$ cat config.mk
export PLATFORM = sky130hd
export DESIGN_NAME = cdb_rr_bus
export DESIGN_NICKNAME = d
export VERILOG_FILES = /design/src/rtl/cdb_rr_bus.sv
export SDC_FILE = /design/constraint.sdc
export NUM_CORES = 1
export LEC_CHECK = 0
export ABC_AREA = 1
export CORE_MARGIN = 1.5
export CORE_UTILIZATION = 32
export CTS_CLUSTER_DIAMETER = 80
export DETAILED_ROUTE_END_ITERATION = 8
export PLACE_DENSITY = 0.77
export SYNTH_ARGS = -nofsm -noshare
export SYNTH_HDL_FRONTEND = slang
export SYNTH_SLANG_ARGS = --single-unit
export TNS_END_PERCENT = 5
$ cat constraint.sdc
create_clock -name clk -period 1.3 [get_ports clk]
set_clock_uncertainty 0.15 [all_clocks]
set_input_delay 0.26 -clock clk [delete_from_list [all_inputs] [get_ports clk]]
set_output_delay 0.26 -clock clk [all_outputs]
set_load 0.05 [all_outputs]
$ cat src/rtl/cdb_rr_bus.sv
// Common data bus: N result channels compete for one registered broadcast slot per cycle.
// Round-robin (or fixed-priority) arbitration, valid/ready handshake, flush squashes the grant.
module cdb_rr_bus #(
  parameter int N_CH       = 2,
  parameter int DATA_W     = 32,
  parameter int TAG_W      = 4,
  parameter bit FIXED_PRIO = 1'b0,
  localparam int SRC_W     = (N_CH > 1) ? $clog2(N_CH) : 1
) (
  input  logic                     clk,
  input  logic                     rst,
  input  logic [N_CH-1:0]          req_valid,
  output logic [N_CH-1:0]          req_ready,
  input  logic [N_CH*DATA_W-1:0]   req_data,
  input  logic [N_CH*TAG_W-1:0]    req_tag,
  input  logic                     flush,
  output logic                     cdb_valid,
  output logic [DATA_W-1:0]        cdb_data,
  output logic [TAG_W-1:0]         cdb_tag,
  output logic [SRC_W-1:0]         cdb_src
);

  localparam logic [SRC_W:0]   N_CH_EXT = (SRC_W+1)'(N_CH);
  localparam logic [SRC_W-1:0] LAST_CH  = SRC_W'(N_CH - 1);

  // Handshake: a transfer on channel i happens in the cycle where
  // req_valid[i] && req_ready[i]; req_ready is at most one-hot, never set
  // for an invalid channel, and all zero under flush or reset. The requester
  // holds data/tag/valid until ready; nothing rejected is buffered here.

  logic [SRC_W-1:0]  rr_ptr_q, rr_ptr_d;
  logic              cdb_valid_q, cdb_valid_d;
  logic [DATA_W-1:0] cdb_data_q, cdb_data_d;
  logic [TAG_W-1:0]  cdb_tag_q, cdb_tag_d;
  logic [SRC_W-1:0]  cdb_src_q, cdb_src_d;

  logic [SRC_W-1:0]  search_start;
  logic [SRC_W:0]    search_sum;
  logic [SRC_W-1:0]  cand;
  logic              found;
  logic [SRC_W-1:0]  grant_idx;
  logic              xfer;
  logic [N_CH-1:0]   grant_oh;

  // Priority search starting at the pointer, wrapping modulo N_CH.
  always_comb begin
    search_start = (FIXED_PRIO) ? '0 : rr_ptr_q;
    search_sum   = '0;
    cand         = '0;
    found        = 1'b0;
    grant_idx    = '0;
    for (int k = 0; k < N_CH; k++) begin
      search_sum = {1'b0, search_start} + (SRC_W+1)'(k);
      if (search_sum >= N_CH_EXT) begin
        search_sum = search_sum - N_CH_EXT;
      end
      cand = search_sum[SRC_W-1:0];
      if (!found && req_valid[cand]) begin
        found     = 1'b1;
        grant_idx = cand;
      end
    end
  end

  always_comb begin
    xfer     = found && !flush && rst;
    grant_oh = '0;
    if (xfer) begin
      grant_oh[grant_idx] = 1'b1;
    end
  end

  assign req_ready = grant_oh;

  always_comb begin
    rr_ptr_d    = rr_ptr_q;
    cdb_valid_d = xfer;
    cdb_data_d  = '0;
    cdb_tag_d   = '0;
    cdb_src_d   = '0;
    if (xfer) begin
      cdb_src_d = grant_idx;
      if (!FIXED_PRIO) begin
        rr_ptr_d = (grant_idx == LAST_CH) ? '0 : grant_idx + SRC_W'(1);
      end
    end
    // One-hot OR-mux keeps the select free of variable part-selects.
    for (int i = 0; i < N_CH; i++) begin
      if (grant_oh[i]) begin
        cdb_data_d = cdb_data_d | req_data[i*DATA_W +: DATA_W];
        cdb_tag_d  = cdb_tag_d  | req_tag[i*TAG_W +: TAG_W];
      end
    end
  end

  always_ff @(posedge clk or negedge rst) begin
    if (!rst) begin
      rr_ptr_q    <= '0;
      cdb_valid_q <= 1'b0;
      cdb_data_q  <= '0;
      cdb_tag_q   <= '0;
      cdb_src_q   <= '0;
    end else begin
      rr_ptr_q    <= rr_ptr_d;
      cdb_valid_q <= cdb_valid_d;
      cdb_data_q  <= cdb_data_d;
      cdb_tag_q   <= cdb_tag_d;
      cdb_src_q   <= cdb_src_d;
    end
  end

  assign cdb_valid = cdb_valid_q;
  assign cdb_data  = cdb_data_q;
  assign cdb_tag   = cdb_tag_q;
  assign cdb_src   = cdb_src_q;

endmodule

Word level (Yosys, flattened, before mapping)
Cells that the tools add are included.
{"block": "classes", "muxes": 19, "reduce_logical": 6, "n_addsub": 4, "bitwise": 2, "magnitude_cmp": 6}
{"operator": "32-bit two-way mux", "n": 2}
{"operator": "32-bit bitwise OR", "n": 1}
{"operator": "1-bit two-way mux", "n": 13}
{"operator": "4-bit two-way mux", "n": 2}
{"operator": "1-bit by 2-bit less-than comparator with 1-bit output, second input constant", "n": 3}
{"operator": "1-bit logical AND", "n": 4}
{"operator": "4-bit bitwise OR", "n": 1}
{"operator": "1-bit by 1-bit adder with 2-bit output, second input constant", "n": 1}
{"operator": "1-bit by 2-bit >= comparator with 1-bit output, second input constant", "n": 1}
{"operator": "2-bit >= comparator, second input constant", "n": 1}
{"operator": "1-bit zero test", "n": 2}
{"operator": "2-bit two-way mux", "n": 1}
{"operator": "1-bit subtractor, second input constant", "n": 2}
{"operator": "1-bit adder, second input constant", "n": 1}
{"operator": "1-bit demux with 1-bit select", "n": 1}
{"operator": "1-bit >= comparator, second input constant", "n": 1}
{"block": "totals", "input_bits": 77, "register_bits": 39, "out_inout_bits": 40, "wordCells": 42}

Logic depth before layout (Yosys ltp)
Gate-level depths: netlist of the first run.
{"block": "logic_depth", "word_depth": 16, "mapped_depth": 7, "mapped_depth_nobuf": 5}

Worst setup path before layout of the first run
No wires, ideal clock.
{"block": "synth_timing", "kind": "reg-to-output", "start": "reg rr_ptr_q", "end": "out req_ready[1]", "t_required_ns": 0.890, "path_stages_with_launch": 8, "arrival_time_ns": 1.117, "n_path_buf": 3, "slack_ns": -0.227, "cell_sequence": "dfrtp_1 > inv_1 > nand2_2 > nand2_1 > buf_6 > buf_6 > nor2_1 > buf_4"}
{"block": "synth_via", "elab_chain_cells": 13, "elab_cells_between_ends": 25, "classes_between": "add/sub (3); order compare (4); mux (13); reduce/logical (5)"}
{"item": "start: declaration", "line_no": "31", "source": "logic [SRC_W-1:0] rr_ptr_q, rr_ptr_d;"}
{"item": "start signal: assignment", "line_no": "104", "source": "rr_ptr_q <= rr_ptr_d;"}
{"item": "1-bit by 2-bit >= comparator with 1-bit output / 1-bit subtractor (equally long branches)", "line_no": "54, 55"}
{"item": "1-bit two-way mux", "line_no": "54", "source": "if (search_sum >= N_CH_EXT) begin"}
{"item": "1-bit two-way mux (not written as such) (2 in a row)", "line_no": "58", "source": "if (!found && req_valid[cand]) begin"}
{"item": "1-bit two-way mux", "line_no": "58"}
{"item": "1-bit zero test", "line_no": "58"}
{"item": "1-bit logical AND", "line_no": "58"}
{"item": "1-bit two-way mux", "line_no": "58"}
{"item": "1-bit by 2-bit less-than comparator with 1-bit output (not written as such) / 1-bit >= comparator (equally long branches)", "line_no": "69", "source": "grant_oh[grant_idx] = 1'b1;"}
{"item": "1-bit logical AND (not written as such)", "line_no": "69"}
{"item": "1-bit two-way mux (not written as such)", "line_no": "69"}
{"item": "1-bit demux with 1-bit select", "line_no": "69"}
{"item": "2-bit two-way mux (*)", "line_no": "68", "source": "if (xfer) begin"}
{"item": "end: declaration", "line_no": "13", "source": "output logic [N_CH-1:0] req_ready,"}
Every way passes the cells marked *; elsewhere a longest branch is shown, timed or not. The select of a mux whose other input is x is not followed.

Final worst setup path of the first run
Ends and elaborated chain as after synthesis.

==> metrics.md, run 1 <==
| Metric | Value |
|---|---|
| Clock power frac | `29.9%` |
| H-tree Lvls | `2` |
| GRT Total Usage | `20.0%` |
| WHS | `0.116 ns` |
| Worst setup EP type | `output pin` |
| Syn Inst Count | `179` |
| M3 GR Usage | `5.06%` |
| Worst slack, placed | `-0.474 ns` |
| Clock slew at reported path FFs | `0.08 ns` |
| TritonCTS clock tree | `yes` |
| Sw Pwr | `1010 µW` |
| Area delta synth->final | `114%` |
| Die Y-Extent | `75.9 µm` |
| Mapped Area | `1700 µm²` |
| Post-place instance area | `3370 µm²` |
| Commonest cells in the netlist | `dfrtp_1 (39), nand2_1 (39), nand3_1 (36), nand4_1 (36), buf_2 (9)` |
| YS warnings | `0` |
| Slew margin rel. | `74.4%` |
| Maxcap violations | `0` |
| Setup crit start kind | `flip-flop` |
| Worst-case vdd ir drop | `0.624 mV` |
| DPL Wire Length | `4140 µm` |
| WP data required | `0.89 ns` |
| Layout cells sized above 1 | `30.1%` |
| Row count | `26` |
| GR peak layer | `met2` |
| Antenna diodes | `0` |
| Net count, final | `378` |
| Total internal power | `2470 µW` |
| Worst slew pin tran | `0.383 ns` |
| Antenna violations before repair | `0` |
| Switching Fraction | `29.0%` |
| RePlAce Congestion | `0.736` |
| Worst reg2reg path depth | `9` |
| Final period util | `123%` |
| Num CTS Buffers | `5` |
| Worst Hold Depth | `3` |
| First-pass GRT wire length | `9180 µm` |
| Clock buffer depth | `2` |
| CTS sink cnt | `39` |
| Final TNS setup | `-2.75 ns` |
| Initial drt markers | `92` |
| Arrival time worst endpoint | `1.19 ns` |
| Placed insts | `359` |
| Unique masters post-synth | `13` |
| Die W | `75.9 µm` |
| Final Routed Wirelength | `5750 µm` |
| Post-route cell area | `3650 µm²` |
| Failing checks | `setup timing` |
| Core area | `5110 µm²` |
| Final count of pins violating max slew | `0` |
| Worst-path fanout max | `3` |
| Peak Freq | `625 MHz` |
| Worst skew pair latency | `0.29 ns` |
| Vias per cell | `5.05` |
| CTS Root Cell | `clkbuf_8` |
| Vias post-DR | `1879` |
| Pwr Density | `953 nW/µm²` |
| Largest net degree at the start of global routing | `37` |
| Met2 usage | `37.3%` |
| I/O Pins | `117` |
| Post-synth EDFFs | `0` |
| WL/cell | `15.5 µm` |
| Vias in the first global route | `1951` |
| M1 GR Usage | `21.5%` |
| Crit Path Class | `reg2out` |
| 1st-pass router iterations | `4` |
| Synth area leaders | `dfrtp_1 (57%), nand4_1 (13%), nand3_1 (11%)` |
| Logic pwr share | `31.8%` |
| Fin. Hold Viols | `0` |
| DRC viols | `0` |
| Leakage Power | `0.00167 µW` |
| Area leader, netlist | `dfrtp_1` |
| Synthesized Nets | `256` |
| Min-delay worst type | `in2reg` |
| Final cell count without fillers | `372` |
| Ys flop type | `dfrtp_1` |
| Synth top area share | `57.4%` |
| Asr flop ratio synth | `100%` |
| Status | `finished with violations` |
| #FFs+latches synth | `39` |
| Fin crit period | `1.60 ns` |
| RSZ-0062 raised after global routing | `true` |
| Worst reg2reg setup slack | `-0.13 ns` |
| Post-Syn Area per Cell | `9.51 µm²` |
| Port Buf Inserts | `116` |
| Starting Density | `33.3%` |
| Register area share after synthesis | `57.4%` |
| Die area | `5760 µm²` |
| Setup-failing EPs final | `34` |
| Routed Antenna Nets | `0` |
| Sequential power share | `38.3%` |
| Final worst slack | `-0.300 ns` |
| Gr ovfl total | `0` |
## worst max-delay path, cell delays in order (launching register included)
cell and delay [ns]:
dfrtp_1 0.34, inv_2 0.05, nand2_4 0.06, nand2_4 0.06
buf_6 0.13, nor2_4 0.11, buf_12 0.15
## path summary, 6_finish.rpt
path / from / endpoint
worst min register to register: rr_ptr_q$_DFFE_PN0N_ / rr_ptr_q$_DFFE_PN0N_
max in group asynchronous: rst / cdb_data[17]$_DFF_PN0_
worst max-delay path: rr_ptr_q$_DFFE_PN0N_ / req_ready[1]
worst max register to register: rr_ptr_q$_DFFE_PN0N_ / cdb_data[17]$_DFF_PN0_
worst min-delay path: rst / cdb_src$_DFF_PN0_
min in group asynchronous: rst / cdb_data[0]$_DFF_PN0_
## registers in the layout, indices dropped and copies added, names as in the netlist
register   flops
cdb_tag        4
cdb_src        1
cdb_data      32
cdb_valid      1
rr_ptr_q       1
## metal layers
layer  up-vias  routed length (µm)  share of wire [%]
li1        869                   -                  -
met1       914                2050                 36
met2        83                3210                 56
met3        13                 355                6.2
met4         0                 138                2.4
met5         -                   0                  0
## power by group through the flow
stage	Combinational (µW)	Sequential [µW]	Clock (µW)
after floorplan	218	1540	0
after global placement	1020	1350	0
after detailed placement	1040	1360	0
after CTS	1070	1330	1070
after global routing	1160	1340	1120
final	1110	1330	1040
## timing repair
action / CTS / global route
hold buffers: 1 / 0
pin swaps: 4 / 11
resized for setup: 14 / 18
hold endpoints to repair: 39 / 0
setup buffers: 2 / 2
endpoints found under the setup margin: 39 / 39
## cells in the final DEF (no fill, tap or decap), types with 2 or more instances in the layout
cell,count
inv_1,2
buf_6,2
buf_4,10
nand3_1,20
nand4_1,36
nand2_4,2
nand2_1,36
nor2_2,2
dfrtp_1,39
nand3_2,16
buf_12,45
dlygate4sd2_1,3
nand2_2,2
clkdlybuf4s50_1,72
clkbuf_8,6
## final cells by class
| class | count | area, µm² |
|---|---|---|
| repair buffers | 134 | 1760 |
| fillers | 370 | 1460 |
| flip-flops and latches | 39 | 976 |
| multi-input cells | 117 | 688 |
| well taps | 70 | 87.6 |
| clock buffers | 6 | 82.6 |
| clock inverters | 2 | 35.0 |
| inverters | 4 | 18.8 |
## through the flow
| step | total power (µW) | util (%) |
|---|---|---|
| 2_1_floorplan | 1760 | - |
| 3_3_place_gp | 2370 | 65.9 |
| 3_5_place_dp | 2390 | 65.9 |
| 4_1_cts | 3470 | 69.4 |
| 5_1_grt | 3630 | 71.4 |
| 6_report | 3480 | 71.4 |
## cells by family (layout without fill, tap and decap cells)
| kind of cell | count (synthesis) | count (layout) | synth area share (%) |
|---|---|---|---|
| DFF | 39 | 39 | 57.4 |
| and+or+nand+nor | 116 | 116 | 34.0 |
| buffers and inverters | 23 | 146 | 8.38 |
| AOI/OAI and AO/OA | 1 | 1 | 0.294 |
(Power assumes the default switching activity.)
==> run 2: changes to the inputs <==
--- a/config.mk
+++ b/config.mk
@@ -10,7 +10,7 @@
 export CORE_UTILIZATION = 32
 export CTS_CLUSTER_DIAMETER = 80
 export DETAILED_ROUTE_END_ITERATION = 8
-export PLACE_DENSITY = 0.77
+export PLACE_DENSITY = 0.8
 export SYNTH_ARGS = -nofsm -noshare
 export SYNTH_HDL_FRONTEND = slang
 export SYNTH_SLANG_ARGS = --single-unit
==> run 2 against run 1 <==
  * The flow still finishes with violations (setup timing)
  * Final area decreased by 2.6%
  * Die area unchanged
  * Power decreased by 7.4%
  * Worst setup slack lost 0.033 ns
  * Global-route usage is 0.41 points higher
  * Register-to-register slack better by 0.02 ns
  * Critical path type unchanged
  * Largest power group unchanged
==> metrics.md, run 2 (synthesis gave the netlist of run 1 again) <==
| Metric | Value |
|---|---|
| Post-Route Utilization | `69.5%` |
| Final cell count without fillers | `374` |
| CTS sink cnt | `39` |
| Post-route cell area | `3550 µm²` |
| Maxcap violations | `0` |
| Final TNS setup | `-3.82 ns` |
| Die Y-Extent | `75.9 µm` |
| GRT Total Usage | `20.4%` |
| CP Capture Point | `req_ready[1]` |
| CP startpoint | `rr_ptr_q$_DFFE_PN0N_` |
| Worst setup EP type | `output pin` |
| Vias per cell | `4.82` |
| Port Buf Inserts | `116` |
| Final count of pins violating max slew | `0` |
| Failing checks | `setup timing` |
| Worst skew pair latency | `0.28 ns` |
| Total internal power | `2230 µW` |
| Most frequent cells in the layout | `clkdlybuf4s50_1 (72), buf_12 (43), dfrtp_1 (39)` |
| DPL Wire Length | `4230 µm` |
| Worst reg2reg path depth | `7` |
| Routed Antenna Nets | `0` |
| Clock slew at reported path FFs | `0.07 ns` |
| Die W | `75.9 µm` |
| Worst-case vdd ir drop | `0.561 mV` |
| Clock power frac | `24.4%` |
| WP data required | `0.89 ns` |
| Vias post-DR | `1801` |
| Pwr Density | `906 nW/µm²` |
| Worst reg2reg setup slack | `-0.11 ns` |
| 1st-pass router iterations | `4` |
| Fin. Hold Viols | `0` |
| Slew margin rel. | `81.5%` |
| Core area | `5110 µm²` |
| Reg-to-reg critical path startpoint | `rr_ptr_q$_DFFE_PN0N_` |
| Worst-path fanout max | `3` |
| Peak Freq | `612 MHz` |
| WL/cell | `15.2 µm` |
| Placed insts | `359` |
| Starting Density | `33.3%` |
| Max reg flops | `32` |
| Sequential power share | `41.5%` |
| Logic pwr share | `34.1%` |
| I/O Pins | `117` |
| Setup-failing EPs final | `38` |
| First-pass GRT wire length | `9070 µm` |
| Sw Pwr | `994 µW` |
| CTS Root Cell | `clkbuf_8` |
| Final worst slack | `-0.333 ns` |
| Net count, final | `380` |
| WHS | `0.225 ns` |
| Worst slew pin tran | `0.278 ns` |
| Antenna violations before repair | `0` |
| Min-delay worst type | `in2reg` |
| RePlAce Congestion | `0.744` |
| Final Routed Wirelength | `5670 µm` |
| Gr ovfl total | `0` |
| H-tree Lvls | `2` |
| Initial drt markers | `37` |
| Die area | `5760 µm²` |
| Setup crit start kind | `flip-flop` |
| Commonest non-fill, non-tap cell in the layout | `clkdlybuf4s50_1` |
| Final period util | `126%` |
| DRC viols | `0` |
| Post-place instance area | `3340 µm²` |
| Leakage Power | `0.00165 µW` |
| Arrival time worst endpoint | `1.22 ns` |
| Crit Path Class | `reg2out` |
| Switching Fraction | `30.9%` |
| Largest net degree at the start of global routing | `37` |
| Layout cells sized above 1 | `27.0%` |
| Area delta synth->final | `109%` |
| Clock buffer depth | `2` |
| Status | `finished with violations` |
| Antenna diodes | `0` |
| Worst reg2reg endpoint | `cdb_data[26]$_DFF_PN0_` |
| Fin crit period | `1.63 ns` |
| Row count | `26` |
| Num CTS Buffers | `5` |
| RSZ-0062 raised after global routing | `true` |
| TritonCTS clock tree | `yes` |
| Vias in the first global route | `1875` |
[run 2: cell count changes in the layout (fill, tap and decap cells not counted), moves of 2 or more]
| cell | change |
|---|---|
| buf_4 | +6 |
| clkbuf_1 | +2 |
| nand3_1 | +10 |
| buf_12 | -2 |
| nand3_2 | -10 |
| buf_6 | -2 |
[run 2: worst max-delay path, cell delays in order (launching register included)]
cell and delay, ns:
dfrtp_1 0.37, inv_2 0.06, nand2_4 0.07, nand2_4 0.06, buf_12 0.13, nor2_4 0.10
buf_12 0.14
[run 2: per-stage QoR]
stage,setup WS (ns),total power (µW)
after floorplan,-0.151,1760
after global placement,-0.467,2360
after detailed placement,-0.493,2390
after CTS,-0.361,3220
after global routing,-0.406,3350
final,-0.333,3220
[run 2: power groups by stage]
stage                     Clock, µW  Combinational (µW)  Sequential [µW]
after floorplan                   0                 218             1540
after global placement            0                1010             1350
after detailed placement          0                1030             1360
after CTS                       803                1080             1340
after global routing            857                1160             1340
final                           786                1100             1340
[run 2: layout make-up]
| type | instances | area [µm²] |
|---|---|---|
| inverters | 4 | 18.8 |
| fillers | 384 | 1560 |
| clock inverters | 1 | 5.00 |
| repair buffers | 136 | 1740 |
| clock buffers | 7 | 76.3 |
| well taps | 70 | 87.6 |
| multi-input cells | 117 | 646 |
| flip-flops and latches | 39 | 976 |
[run 2: worst min path at each step]
stage / to / cells after the start / startpoint / slack (ns)
3_5_place_dp: cdb_tag[1]$_DFF_PN0_ / 2 / rst / 0.12
5_1_grt: cdb_src$_DFF_PN0_ / 4 / rst / 0.23
6_report: cdb_src$_DFF_PN0_ / 4 / rst / 0.23
2_1_floorplan: cdb_data[0]$_DFF_PN0_ / 0 / rst / -0.19
4_1_cts: cdb_src$_DFF_PN0_ / 4 / rst / 0.21
3_3_place_gp: cdb_tag[0]$_DFF_PN0_ / 2 / rst / 0.12
[run 2: per-layer routing]
metal,track usage [%],vias to the layer above,share of wire (%),wire [µm]
li1,-,872,-,-
met1,20.2,839,36,2020
met2,38.9,80,56,3190
met3,6.02,10,6.0,340
met4,9.26,0,2.2,125
met5,0,-,0,0
[run 2: timing repair]
item,4_1_cts,5_1_grt
resized for setup,19,3
hold buffers,1,0
buffers inserted,4,2
pin swaps,5,1
hold endpoints to repair,39,0
setup endpoints to repair,39,38
==> RTL change: new RTL, config.mk and constraints of run 1 <==
Reset style: synchronous (`rst`), changed in one clocked block.
--- a/src/rtl/cdb_rr_bus.sv
+++ b/src/rtl/cdb_rr_bus.sv
@@ -93,7 +93,7 @@
     end
   end
 
-  always_ff @(posedge clk or negedge rst) begin
+  always_ff @(posedge clk) begin
     if (!rst) begin
       rr_ptr_q    <= '0;
       cdb_valid_q <= 1'b0;
Check against the original RTL: differs if rst is asserted again (counterexample within 4 cycles, from zero or initial values and one cycle with rst low); with rst held inactive, the same outputs for 10 cycles.
==> RTL change against run 1 <==
The flow still finishes with violations (negative setup slack); die area is 17% lower; via count is 13% lower; register-to-register slack worse by 20 ps; wire length is 18% lower; area after synthesis is 18% lower; final area is 9.4% lower; utilization is 9.5 points higher; sequential cell count stayed put; sequential share of layout area is 3.1 points lower; setup slack better by 75 ps; hold slack better by 200 ps; total power is 15% lower; critical path type unchanged; critical endpoint is now req_ready[0].
==> RTL change: results (changes against run 1) <==
M1 GR Usage = 23.6% (+2.0 points)
detailed-routed wire length on met3 = 387 µm (+9.0%)
reg-to-reg startpoint = rr_ptr_q
CLK BUF = 5 (-1)
largest net degree at the start of global routing = 21 (-43%)
cell total after placement = 341 (-5.0%)
clock share of power = 26.0% (-3.9 points)
storage element area = 782 µm² (-20%)
pin slew with the least headroom to its limit = 199 ps (-184 ps)
FFs w/ async S/R, synth = 0% (-100 points)
DR iter-0 viols = 82 (-11%)
total negative setup slack = -5140 ps (-2380 ps)
number of unique standard cell types used by synthesis = 11 (-2)
Area contributors post-synth = dfxtp_1 (56%), nand2_1 (21%), nand3_1 (13%)
total setup violations reported at the end of the flow = 39 (+15%)
critical-path cell with the highest stage delay = dfxtp_2
result of the run = finished, violations left
commonest register cell after synthesis = dfxtp_1
violations in the final reports = negative setup slack
Seq area share = 23.7% (-3.1 points)
Critical path origin = rr_ptr_q
mean instance size in the synthesized netlist = 7.88 µm² (-17%)
inverters = 8 (+4)
worst hold path class = reg -> reg
average wire per cell in the routed design = 13.3 µm (-14%)
global-route track usage on met2 = 35.9% (-1.4 points)
detailed route wirelength on metal2 = 2.49 mm (-22%)
final setup margin = -225 ps (+75.0 ps)
count of fill cells added during filler insertion = 259 (-30%)
number of nets in the layout = 382 (+1.1%)
CP Max Fanout = 2 (-1)
Worst Setup Slack post-DPL = -501 ps (-26.7 ps)
worst min-delay path startpoint = rr_ptr_q
[RTL change: logic make-up (layout without fill, tap and decap cells)]
kind of cell | after synthesis | in the layout | synth area share [%]
and+or+nand+nor | 119 | 119 | 35.5
DFF | 39 | 39 | 56.0
buffers and inverters | 18 | 147 | 8.16
AOI/OAI and AO/OA | 1 | 1 | 0.358
[RTL change: repair_timing]
action                                  CTS  global route
endpoints found under the setup margin   38            39
pin swaps                                15             0
setup buffers                             7             0
gates resized for setup                  27            16
[RTL change: tightest hold or removal path: cells and delay by family, from the launching register on]
kind | cells | cell delay (ps)
simple gates | 1 | 50
compound gates | 1 | 50
flops | 1 | 330
[RTL change: worst paths after layout]
kind | cells past startpoint | endpoint | slack (ps)
worst min register to register | 2 | rr_ptr_q | 310
worst max-delay path | 6 | req_ready[0] | -230
worst min-delay path | 2 | rr_ptr_q | 310
worst max register to register | 9 | cdb_data[17] | -150
